[src/rtl/pipe_pkg.sv]
// Shared definitions for the pipeline hazard controller.
//   - Stage index constants for the classic five-stage pipe.
//   - Default stage count.
//   - Control mode enum used by the priority mux in the top.
package pipe_pkg;

  localparam int NSTAGES_DEF = 5;

  localparam int ST_IF  = 0;
  localparam int ST_ID  = 1;
  localparam int ST_EX  = 2;
  localparam int ST_MEM = 3;
  localparam int ST_WB  = 4;

  // Highest priority first: a frozen pipe ignores everything else, a redirect
  // kills the load-use (it is on the wrong path), then load-use, then normal.
  typedef enum logic [1:0] {
    MODE_FREEZE   = 2'd0,
    MODE_REDIRECT = 2'd1,
    MODE_LOADUSE  = 2'd2,
    MODE_NORMAL   = 2'd3
  } ctrl_mode_e;

endpackage

[src/rtl/hazard_detect.sv]
// Purely combinational load-use detector.
// Ports:
//   i_id_valid, i_ex_valid        : ID / EX stages hold real instructions
//   i_id_rs1, i_id_rs2            : ID source registers
//   i_id_use_rs1, i_id_use_rs2    : ID instruction actually reads rs1 / rs2
//   i_ex_mem_read                 : EX instruction is a load
//   i_ex_rd                       : EX destination register
//   o_load_use                    : ID needs the value the EX load produces
module hazard_detect #(
  parameter int REG_ADDR_W = 5
) (
  input  logic                  i_id_valid,
  input  logic                  i_ex_valid,
  input  logic [REG_ADDR_W-1:0] i_id_rs1,
  input  logic [REG_ADDR_W-1:0] i_id_rs2,
  input  logic                  i_id_use_rs1,
  input  logic                  i_id_use_rs2,
  input  logic                  i_ex_mem_read,
  input  logic [REG_ADDR_W-1:0] i_ex_rd,
  output logic                  o_load_use
);

  logic w_rs1_hit;
  logic w_rs2_hit;

  // Register 0 is hard-wired zero, so a load into it never creates a hazard.
  assign w_rs1_hit  = i_id_use_rs1 && (i_id_rs1 == i_ex_rd);
  assign w_rs2_hit  = i_id_use_rs2 && (i_id_rs2 == i_ex_rd);
  assign o_load_use = i_id_valid && i_ex_valid && i_ex_mem_read &&
                      (i_ex_rd != '0) && (w_rs1_hit || w_rs2_hit);

endmodule

[src/rtl/pipe_hazard_ctrl.sv]
// Central stall / flush / valid controller for an in-order pipeline.
// Ports:
//   clk, srst          : clock, synchronous active-high reset
//   enable             : global run; low freezes the whole pipe
//   dmem_wait          : data memory not ready; freezes the whole pipe
//   id_*, ex_*         : operands for load-use detection
//   redirect           : taken branch/jump resolved in BR_STAGE
//   stage_en           : bit0 = PC enable, bit i = enable of register into stage i
//   stage_flush        : bit i = load a bubble into register feeding stage i
//   stage_valid        : stage i holds a real instruction
//   stall_cnt          : saturating count of load-use and dmem_wait stall cycles
//   flush_cnt          : saturating count of honoured redirects
module pipe_hazard_ctrl
  import pipe_pkg::*;
#(
  parameter int NSTAGES    = NSTAGES_DEF,
  parameter int BR_STAGE   = 3,
  parameter int REG_ADDR_W = 5,
  parameter int CNT_W      = 32
) (
  input  logic                  clk,
  input  logic                  srst,
  input  logic                  enable,
  input  logic                  dmem_wait,
  input  logic [REG_ADDR_W-1:0] id_rs1,
  input  logic [REG_ADDR_W-1:0] id_rs2,
  input  logic                  id_use_rs1,
  input  logic                  id_use_rs2,
  input  logic                  ex_mem_read,
  input  logic [REG_ADDR_W-1:0] ex_rd,
  input  logic                  redirect,
  output logic [NSTAGES-1:0]    stage_en,
  output logic [NSTAGES-1:0]    stage_flush,
  output logic [NSTAGES-1:0]    stage_valid,
  output logic [CNT_W-1:0]      stall_cnt,
  output logic [CNT_W-1:0]      flush_cnt
);

  logic [NSTAGES-1:0] r_valid;
  logic [CNT_W-1:0]   r_stall_cnt;
  logic [CNT_W-1:0]   r_flush_cnt;

  logic               w_load_use;
  logic               w_redirect_ok;
  ctrl_mode_e         w_mode;
  logic [NSTAGES-1:0] w_en;
  logic [NSTAGES-1:0] w_flush;
  logic [NSTAGES-1:0] w_valid_nxt;
  logic               w_stall_inc;
  logic               w_flush_inc;

  hazard_detect #(
    .REG_ADDR_W(REG_ADDR_W)
  ) u_hazard_detect (
    .i_id_valid   (r_valid[ST_ID]),
    .i_ex_valid   (r_valid[ST_EX]),
    .i_id_rs1     (id_rs1),
    .i_id_rs2     (id_rs2),
    .i_id_use_rs1 (id_use_rs1),
    .i_id_use_rs2 (id_use_rs2),
    .i_ex_mem_read(ex_mem_read),
    .i_ex_rd      (ex_rd),
    .o_load_use   (w_load_use)
  );

  // A redirect from a bubble in the resolve stage is stale and must be ignored.
  assign w_redirect_ok = redirect && r_valid[BR_STAGE];

  always_comb begin
    if (!enable || dmem_wait)  w_mode = MODE_FREEZE;
    else if (w_redirect_ok)    w_mode = MODE_REDIRECT;
    else if (w_load_use)       w_mode = MODE_LOADUSE;
    else                       w_mode = MODE_NORMAL;
  end

  // NOTE: every output of this block gets a default first so no path leaves a
  // signal unassigned, which would otherwise infer a latch.
  always_comb begin
    w_en    = '1;
    w_flush = '0;
    unique case (w_mode)
      MODE_FREEZE: w_en = '0;
      MODE_REDIRECT: begin
        // Kill every younger instruction fetched down the wrong path.
        for (int i = 1; i < NSTAGES; i++) begin
          if (i <= BR_STAGE) w_flush[i] = 1'b1;
        end
      end
      MODE_LOADUSE: begin
        // Hold PC and the ID register, inject one bubble into EX.
        w_en[ST_IF]    = 1'b0;
        w_en[ST_ID]    = 1'b0;
        w_flush[ST_EX] = 1'b1;
      end
      default: ;
    endcase
  end

  always_comb begin
    w_valid_nxt = r_valid;
    if (w_en[0]) w_valid_nxt[0] = 1'b1;
    for (int i = 1; i < NSTAGES; i++) begin
      if (w_en[i]) w_valid_nxt[i] = r_valid[i-1] && !w_flush[i];
    end
  end

  assign w_stall_inc = (enable && dmem_wait) || (w_mode == MODE_LOADUSE);
  assign w_flush_inc = (w_mode == MODE_REDIRECT);

  // NOTE: sequential state uses non-blocking assignments so every register
  // samples the pre-edge values, independent of statement order.
  always_ff @(posedge clk) begin
    if (srst) begin
      r_valid     <= '0;
      r_stall_cnt <= '0;
      r_flush_cnt <= '0;
    end else begin
      r_valid <= w_valid_nxt;
      if (w_stall_inc && (r_stall_cnt != '1)) r_stall_cnt <= r_stall_cnt + 1'b1;
      if (w_flush_inc && (r_flush_cnt != '1)) r_flush_cnt <= r_flush_cnt + 1'b1;
    end
  end

  assign stage_en    = w_en;
  assign stage_flush = w_flush;
  assign stage_valid = r_valid;
  assign stall_cnt   = r_stall_cnt;
  assign flush_cnt   = r_flush_cnt;

endmodule

[config.mk]
export PLATFORM = sky130hd
export DESIGN_NAME = pipe_hazard_ctrl
export DESIGN_NICKNAME = d
export VERILOG_FILES = /design/src/rtl/pipe_pkg.sv /design/src/rtl/hazard_detect.sv /design/src/rtl/pipe_hazard_ctrl.sv
export SDC_FILE = /design/constraint.sdc
export NUM_CORES = 1
export LEC_CHECK = 0
export BUFFER_PORTS_ARGS = -buffer_cell sky130_fd_sc_hd__buf_4
export CAP_MARGIN = 20
export CORE_UTILIZATION = 40
export CTS_BUF_LIST = sky130_fd_sc_hd__clkbuf_2
export CTS_CLUSTER_SIZE = 25
export DETAILED_ROUTE_END_ITERATION = 10
export SLEW_MARGIN = 10
export SYNTH_ARGS = -nofsm -noshare
export SYNTH_HDL_FRONTEND = slang
export SYNTH_SLANG_ARGS = --single-unit
[constraint.sdc]
create_clock -name clk -period 7.6 [get_ports clk]
set_input_delay 1.14 -clock clk [delete_from_list [all_inputs] [get_ports clk]]
set_output_delay 1.14 -clock clk [all_outputs]
set_load 0.01 [all_outputs]
==> key figures <==
Placement
  • Port buffer count: 99
  • Post-DP HPWL: 6600 um
  • Routability Congestion: 0.7939
  • DP Worst Slack: 3614 ps
  • Placed instance count: 628

Detailed routing
  • Routed wire length: 9220 um
  • WL/cell: 14.32 um
  • Met2 Wirelength: 4266 um
  • Antenna violation net count after detailed routing: 0
  • Vias per inst: 5.637
  • Met1 wire length: 4323 um
  • Routed via count: 3,630
  • Top layer in use: met4
  • DRC: 11
  • DRT Pass-1 Iters: 8
  • Initial drt markers: 151
  • Met3 routed WL: 532 um

Yosys
  • Yosys cell types: 46
  • Async SR Flop Fraction: 0
  • Synth top area cells: dfxtp_1 37%, a21oi_1 5.4%, or4_1 4.4%, nor2_1 4.3%, nand4_1 4.0%
  • Synth warn: 0
  • Mapped Area: 3717 um^2
  • Seq cells post-synth: 69
  • Cell with the most instances after synthesis: dfxtp_1
  • Register area share after synthesis: 0.3716
  • Main synth FF type: dfxtp_1
  • Syn Area/Cell: 8.298 um^2
  • Synth area leader: dfxtp_1
  • Syn Inst Count: 448
  • Top cell type's share of synthesized area: 0.3716
  • EDFF count, synth: 0
  • Most frequent cells after synthesis: 69 x dfxtp_1, 43 x nor2_1, 40 x a21oi_1, 27 x nand2_1, 24 x nand4_1

Floorplanning
  • # IOs: 102
  • Initial core utilization: 0.4201
  • Core Region: 8848 um^2
  • Die Wd: 98.40 um
  • Die area: 9683 um^2
  • # rows: 34
  • Die Ht: 98.40 um

CTS
  • CTS sink cnt: 69
  • Cts bufs inserted: 9
  • CTS root buf: clkbuf_2
  • Clock Latency Late Sink: 480 ps
  • Clock transition at path regs: 160 ps
  • CTS tree: done
  • Post-CTS resize count: 0
  • Setup Buffers After CTS: 0
  • Clk buf depth: 2
  • H-tree depth: 3
  • CTS hold repair buffers: 0

Cells and area
  • Post-layout net count: 559
  • Area growth, synth to finish: 22.89%
  • Share of cells above drive strength 1: 0.2537
  • Final Instance Count excl. Fillers: 644
  • Fillers: 872
  • # diodes: 0

Power
  • PD cells: 143.5 nW/um^2
  • Overall Power: 655.7 uW
  • Maximum VDD drop: 0.00008023 V
  • Static Leakage: 1.694 nW

Setup path
  • WS Path Type: primary input to output port
  • Crit path max fanout: 6
  • Arrival @ worst endpoint: 2670 ps
  • CP required: 6460 ps
  • Setup crit start kind: primary input
  • CP Capture Type: output port

Timing
  • Final worst setup slack: 3791 ps
  • Period utilisation layout: 0.5012
  • Tightest Pin Transition: 855.4 ps
  • Max Slew Vio Count: 0
  • Worst relative slew slack: 0.4297
  • Final hold slack: 491.5 ps
  • Final setup fails: 0
  • Achievable frequency: 262.5 MHz
  • Tmin final: 3809 ps
  • Final Hold Viols: 0
  • Total negative slack: 0 ps
  • Unrepaired setup endpoints after global routing: false
  • Worst Skew: 33.05 ps

Status
  • Violated checks: design-rule violations
  • Status: complete, but fails checks

GRT
  • Largest net degree at the start of global routing: 86
  • Total GRT Usage: 0.1957
  • Number of global-route vias before repair: 3,260
  • GR Overflow Total: 0
  • First-pass GRT wire length: 15,530 um
  • Initial antenna violation count: 0

Job
  • Max-Cap Viols: 0

Min path
  • HP Class: flop to flop
==> per-layer routing <==
| layer | vias up | GRT usage |
|---|---|---|
| li1 | 1805 | - |
| met4 | 0 | 0.06315 |
| met1 | 1727 | 0.2622 |
| met5 | - | 0 |
| met3 | 6 | 0.04366 |
| met2 | 92 | 0.3126 |
==> state kept, by name, summed over array words and instances (netlist names) <==
name         count
stage_valid      5
stall_cnt       32
flush_cnt       32
==> path summary, 6_finish.rpt <==
path / depth (start not counted) / to / start / slack (ps)
min reg2reg: 2 / stage_valid[1]$_SDFFE_PP0P_ / stage_valid[0]$_SDFFE_PP0P_ / 490
max reg2reg: 10 / flush_cnt[30]$_SDFFE_PP0P_ / stage_valid[3]$_SDFFE_PP0P_ / 4660
min: 2 / stage_valid[1]$_SDFFE_PP0P_ / stage_valid[0]$_SDFFE_PP0P_ / 490
max: 9 / stage_en[2] / ex_rd[2] / 3790
==> power breakdown <==
part           leakage, nW  internal (mW)  switching (mW)
clock               0.0808          0.107           0.131
sequential           0.556          0.365         0.00290
combinational         1.06         0.0238          0.0260
total                 1.69          0.496           0.160
==> layout by cell type, fill, tap and decap left out, types with 3 or more instances in the layout <==
master	n
buf_4	99
dfxtp_1	69
nor2_1	43
a21oi_1	40
nand2_1	27
nand4_1	24
or4_1	22
nand3_1	18
o31ai_1	18
o21ai_0	17
xnor2_1	16
inv_1	16
or3_1	15
nor2b_1	12
mux2_2	11
clkbuf_2	10
nor3_1	9
xor2_1	7
and4_1	6
nor4_1	5
ha_1	5
nor4_2	4
mux2i_1	4
nand2b_1	3
o21ai_2	3
==> stage by stage <==
| stage | util | instance area, um^2 |
|---|---|---|
| 2_1_floorplan | - | 3721 |
| 3_3_place_gp | 0.5018 | 4441 |
| 3_5_place_dp | 0.5018 | 4441 |
| 4_1_cts | 0.5163 | 4568 |
| 5_1_grt | 0.5163 | 4568 |
| 6_report | 0.5163 | 4568 |
==> worst max-delay path: stages <==
cell	delay, ps
buf_4	130
xnor2_1	120
nand4_1	90
o22ai_1	90
a21oi_1	410
inv_1	130
ha_1	290
inv_1	130
buf_4	130
==> cell families (layout without fill, tap and decap cells) <==
logic type,after synthesis,after routing,synth area share
compound gates,89,89,0.1427
xor+xnor,23,23,0.05419
fa+ha+maj,5,5,0.01683
buf+inv,44,131,0.05890
flops,69,69,0.3716
mux,17,17,0.05217
other cells,1,2,0.001009
simple gates,200,200,0.3026
==> area by class of cell <==
| class | count | area, um^2 | share of cell area |
|---|---|---|---|
| clock inverter | 6 | 77.57 | 0.01698 |
| multi-input combinational | 336 | 2121 | 0.4643 |
| inverter | 16 | 60.06 | 0.01315 |
| timing repair buffer | 99 | 743.2 | 0.1627 |
| clock buffer | 10 | 50.05 | 0.01096 |
| sequential | 69 | 1381 | 0.3024 |
| tap | 108 | 135.1 | 0.02958 |
Power figures use the tool's default switching activity.
